### src/rtl/backprop_stack_ctrl.sv
// Control sequencer for backprop_stack: walks layers from last to 0, issuing the
// storage strobe, the dy/dy_old chain strobe, then every dc/dw row under valid/ready.
module backprop_stack_ctrl #(
  parameter int max_layer_size = 4,
  parameter int size           = 3
) (
  input  logic        clk,
  input  logic        reset,
  input  logic        start,
  input  logic [31:0] num_layers,
  input  logic        stream_ready,
  output logic        busy,
  output logic        done,
  output logic        error,
  output logic        update_storage,
  output logic [31:0] current_layer,
  output logic        update_dy_dy_old,
  output logic        cal_dc_dw,
  output logic [31:0] dc_dw_layer,
  output logic [31:0] dc_dw_row,
  output logic        dc_dw_valid
);

  localparam logic [31:0] MAX_L    = 32'(max_layer_size);
  localparam logic [31:0] LAST_ROW = 32'(size - 1);

  typedef enum logic [2:0] {
    S_IDLE,
    S_STORE,
    S_CHAIN,
    S_STREAM,
    S_DONE
  } state_t;

  state_t      state_q, state_d;
  logic [31:0] layer_q, layer_d;
  logic [31:0] row_q, row_d;
  logic        err_q, err_d;

  logic        busy_q, busy_d;
  logic        done_q, done_d;
  logic        error_q, error_d;
  logic        update_storage_q, update_storage_d;
  logic        update_dy_dy_old_q, update_dy_dy_old_d;
  logic        cal_dc_dw_q, cal_dc_dw_d;
  logic        dc_dw_valid_q, dc_dw_valid_d;
  logic [31:0] current_layer_q, current_layer_d;
  logic [31:0] dc_dw_layer_q, dc_dw_layer_d;
  logic [31:0] dc_dw_row_q, dc_dw_row_d;

  always_ff @(posedge clk or negedge reset) begin
    if (!reset) begin
      state_q <= S_IDLE;
      layer_q <= '0;
      row_q   <= '0;
      err_q   <= 1'b0;
    end else begin
      state_q <= state_d;
      layer_q <= layer_d;
      row_q   <= row_d;
      err_q   <= err_d;
    end
  end

  // Next-state logic; counters are bounded by the transitions, never by wrap.
  always_comb begin
    state_d = state_q;
    layer_d = layer_q;
    row_d   = row_q;
    err_d   = err_q;
    unique case (state_q)
      S_IDLE: begin
        if (start) begin
          if ((num_layers == 32'd0) || (num_layers > MAX_L)) begin
            err_d   = 1'b1;
            state_d = S_DONE;
          end else begin
            err_d   = 1'b0;
            layer_d = num_layers - 32'd1;
            state_d = S_STORE;
          end
        end
      end
      S_STORE: state_d = S_CHAIN;
      S_CHAIN: begin
        row_d   = '0;
        state_d = S_STREAM;
      end
      S_STREAM: begin
        if (stream_ready) begin
          if (row_q == LAST_ROW) begin
            if (layer_q == 32'd0) begin
              state_d = S_DONE;
            end else begin
              layer_d = layer_q - 32'd1;
              state_d = S_STORE;
            end
          end else begin
            row_d = row_q + 32'd1;
          end
        end
      end
      S_DONE:  state_d = S_IDLE;
      default: state_d = S_IDLE;
    endcase
  end

  // Outputs are registered from the next state so they line up with state_q.
  always_comb begin
    busy_d             = (state_d != S_IDLE);
    done_d             = (state_d == S_DONE);
    error_d            = (state_d == S_DONE) && err_d;
    update_storage_d   = (state_d == S_STORE);
    update_dy_dy_old_d = (state_d == S_CHAIN);
    cal_dc_dw_d        = (state_d == S_STREAM);
    dc_dw_valid_d      = (state_d == S_STREAM);
    current_layer_d    = current_layer_q;
    dc_dw_layer_d      = dc_dw_layer_q;
    dc_dw_row_d        = dc_dw_row_q;
    if ((state_d == S_STORE) || (state_d == S_CHAIN) || (state_d == S_STREAM)) begin
      current_layer_d = layer_d;
    end
    if (state_d == S_STREAM) begin
      dc_dw_layer_d = layer_d;
      dc_dw_row_d   = row_d;
    end
  end

  always_ff @(posedge clk or negedge reset) begin
    if (!reset) begin
      busy_q             <= 1'b0;
      done_q             <= 1'b0;
      error_q            <= 1'b0;
      update_storage_q   <= 1'b0;
      update_dy_dy_old_q <= 1'b0;
      cal_dc_dw_q        <= 1'b0;
      dc_dw_valid_q      <= 1'b0;
      current_layer_q    <= '0;
      dc_dw_layer_q      <= '0;
      dc_dw_row_q        <= '0;
    end else begin
      busy_q             <= busy_d;
      done_q             <= done_d;
      error_q            <= error_d;
      update_storage_q   <= update_storage_d;
      update_dy_dy_old_q <= update_dy_dy_old_d;
      cal_dc_dw_q        <= cal_dc_dw_d;
      dc_dw_valid_q      <= dc_dw_valid_d;
      current_layer_q    <= current_layer_d;
      dc_dw_layer_q      <= dc_dw_layer_d;
      dc_dw_row_q        <= dc_dw_row_d;
    end
  end

  assign busy             = busy_q;
  assign done             = done_q;
  assign error            = error_q;
  assign update_storage   = update_storage_q;
  assign update_dy_dy_old = update_dy_dy_old_q;
  assign cal_dc_dw        = cal_dc_dw_q;
  assign dc_dw_valid      = dc_dw_valid_q;
  assign current_layer    = current_layer_q;
  assign dc_dw_layer      = dc_dw_layer_q;
  assign dc_dw_row        = dc_dw_row_q;

endmodule
### config.mk
export PLATFORM = sky130hd
export DESIGN_NAME = backprop_stack_ctrl
export DESIGN_NICKNAME = d
export VERILOG_FILES = /design/src/rtl/backprop_stack_ctrl.sv
export SDC_FILE = /design/constraint.sdc
export NUM_CORES = 1
export LEC_CHECK = 0
export ABC_AREA = 1
export BUFFER_PORTS_ARGS = -buffer_cell sky130_fd_sc_hd__buf_4
export CORE_MARGIN = 4
export CORE_UTILIZATION = 51
export DETAILED_ROUTE_END_ITERATION = 12
export HOLD_SLACK_MARGIN = 0.05
export PLACE_DENSITY = 0.72
export SLEW_MARGIN = 40
export SYNTH_ARGS = -nofsm -noshare
export SYNTH_HDL_FRONTEND = slang
export SYNTH_SLANG_ARGS = --single-unit
### constraint.sdc
create_clock -name clk -period 2.2 [get_ports clk]
set_input_delay 0.22 -clock clk [delete_from_list [all_inputs] [get_ports clk]]
set_output_delay 0.22 -clock clk [all_outputs]
set_load 0.01 [all_outputs]
==> qor.csv <==
metric,value,unit
final instance area,0.0127,mm²
Horiz. Die Dim,145,µm
Ant. Diodes,0,
Worst Path Max Fanout,8,
Top Family by Delay on Critical Path,simple AND/OR/NAND/NOR gates,
Fin Setup TNS,-2780,ps
"Top cell by count, worst path",nand2_2,
initial antenna violation count,0,
post-synthesis register bit count,170,
most frequent cells in the layout,"nand2_1 (407), buf_4 (214), dfrtp_1 (168)",
"commonest non-fill, non-tap cell in the layout",nand2_1,
antenna violation net count after detailed routing,0,
status,"finished, violations left",
Starting Density,52.4,%
clock latency at the later pin of the worst-skew pair,440,ps
Mapped Cells,1311,
Layout Cells excl Fill,1771,
via count,9706,
vias in the first global route,9091,
max cap viols,0,
vias per cell,5.48,
Slew @ Worst Pin,589,ps
Root Buffer Master,clkbuf_16,
failing checks,setup timing,
post-synthesis adder-cell area fraction,0.786,%
Ports,139,
main combinational cell family by area after synthesis,simple AND/OR/NAND/NOR gates,
Final period util,104,%
Slew HR,60.2,%
Post-Synth XOR/XNOR Area,3.12,%
Peak VDD IR,0.000594,V
Routability Congestion,0.946,
TritonCTS Buffers,17,
"slowest stage delay, CP",400,ps
DRC viols,0,
FP Rows,49,
DRT iter0 DRCs,1118,
Cell variety after synth,40,
CP Capture Type,flip-flop,
placed cell count,1715,
CTS sink cnt,170,
post-synthesis compound-gate area fraction,7.52,%
GRT overflow,0,
core area,0.0182,mm²
clock-pin slew on the worst setup and hold paths,70,ps
synthesized area,0.00955,mm²
final worst slack,-86.9,ps
HPWL after DPL,20500,µm
Hold Fails Final Rpt,0,
Setup crit start kind,flip-flop,
WS Path Type,reg -> reg,
Setup Skew,14.0,ps
Worst path slowest cell,dfrtp_1,
ratio of cells with drive above 1 in the final layout,28.0,%
largest net degree at the start of global routing,65,
Total GRT Usage,27.8,%
Power Dens Cells,806,mW/mm²
first-pass GRT wire length,46400,µm
syn avg cell area,7.28,µm²
fillcell total,1478,
"Slew Viols, Final",0,
final core utilization,69.8,%
Die H,145,µm
"Min Clock Period, post-route",2290,ps
mux contribution to synthesized area,0,%
Placement Setup Slack,-36.8,ps
TritonRoute pass-1 iters,5,
CTS tree,yes,
CTS Buffer Depth,2,
HP Class,in -> reg,
Detailed Route WL,30400,µm
Post-Synth Simple-Gate Area,36.3,%
WP data arrival,2660,ps
NumNets Final,1571,
achievable clock frequency,0.437,GHz
IO Port Bufs,138,
Area after DPL,0.0113,mm²
routed length per instance,17.2,µm
CP bufs+invs,4,
cells along the critical path,inv_2 -> ha_4 -> inv_2 -> nor2_2 -> nand2_2 -> nor2_4 -> nand3_2 -> nor2_4 -> nand3_2 -> nand2_2 -> nand2_4 -> nor2_8 -> buf_12 -> clkbuf_16 -> nand2_2 -> nand2_1,
RSZ-0062 raised after global routing,true,
Synth Warn #,0,
Die ar.,0.0210,mm²
Critical Path RT,2580,ps
Setup Viol. Count Final,51,
"Area growth, synth to finish",33.2,%
CTS H-tree depth,4,
sequential share of the synthesized area,44.6,%
leakage,6.57,nW
synthesized net count,1353,
## path summary, 6_finish.rpt
kind | from | endpoint | slack (ps) | depth (start not counted)
max in group asynchronous | reset | current_layer[30]$_DFFE_PN0P_ | 1260 | 3
min reg2reg | dc_dw_row[5]$_DFFE_PN0P_ | dc_dw_row[5]$_DFFE_PN0P_ | 470 | 2
min | num_layers[0] | layer_q[0]$_DFF_PN0_ | 190 | 4
max | row_q[0]$_DFF_PN0_ | current_layer[10]$_DFFE_PN0P_ | -90 | 16
max reg2reg | row_q[0]$_DFF_PN0_ | current_layer[10]$_DFFE_PN0P_ | -90 | 16
min in group asynchronous | reset | dc_dw_row[12]$_DFFE_PN0P_ | 280 | 2
## routing by layer
layer | wire length (µm) | GRT usage [%]
met1 | 13300 | 40.9
met5 | 0 | 0
met3 | 2630 | 3.98
met2 | 13900 | 43.2
met4 | 668 | 7.81
## where the power goes
group	total (mW)	internal (mW)	switching (mW)
clock	3.06	1.72	1.34
combinational	3.21	1.31	1.90
sequential	3.97	3.60	0.374
total	10.2	6.63	3.61
## tightest hold or removal path: stages
cell     delay (ps)
buf_4           120
nor2_1          100
a21oi_1          60
nand2_2          90
## logic make-up (layout without fill, tap and decap cells)
| family | Yosys count | after routing |
|---|---|---|
| adder cells (fa/ha/maj) | 6 | 6 |
| AND/OR/NAND/NOR | 823 | 823 |
| AO/OA/AOI/OAI | 120 | 120 |
| XOR/XNOR | 34 | 34 |
| flip-flops | 170 | 170 |
| buffers and inverters | 158 | 389 |
## area by class of cell
cell class	instances	area (µm²)	share of cell area (%)
flip-flops and latches	170	4260	33.5
multi-input cells	983	5060	39.8
well taps	229	287	2.25
inverters	115	447	3.51
repair buffers	240	2050	16.1
repair inverters	2	36.3	0.285
clock buffers	20	447	3.51
clock inverters	12	139	1.09
## sequential cells by signal, summed over array words and instances, names as in the netlist, 3 cells and up
register / cells
current_layer: 32
dc_dw_layer: 32
state_q: 3
layer_q: 32
row_q: 32
dc_dw_row: 32
## synthesized netlist by cell type, drive strengths merged
cell,n,area (µm²)
nor3,31,165
nor4,3,18.8
xnor2,3,26.3
xor2,31,272
ha,6,75.1
nand4,25,156
nand2,494,1900
o21ai,42,214
buf,33,248
o21bai,6,45.0
nand3b,3,26.3
a21oi,35,175
or2,4,25.0
dfrtp,170,4250
o31ai,1,7.51
inv,115,437
o22a,1,8.76
nor3b,3,22.5
o211ai,33,253
clkbuf,10,47.5
o41ai,1,8.76
nand3,87,435
nor2,173,722
a31oi,1,6.26
## per-stage QoR
stage	hold slack (ps)	power, mW
2_1_floorplan	-75.6	5.81
5_1_grt	219	10.8
3_5_place_dp	189	7.10
6_report	194	10.2
4_1_cts	169	10.2
3_3_place_gp	185	7.05
## timing repair
| action | 4_1_cts | 5_1_grt |
|---|---|---|
| endpoints found under the setup margin | 4 | 110 |
| hold endpoints to repair | 38 | 0 |
| gates resized for setup | 2 | 165 |
| cloned | 0 | 9 |
| setup buffers | 1 | 13 |
| hold buffers | 1 | 0 |
| pin swaps | 1 | 65 |
Note: power is estimated with default switching activity, not from simulation.
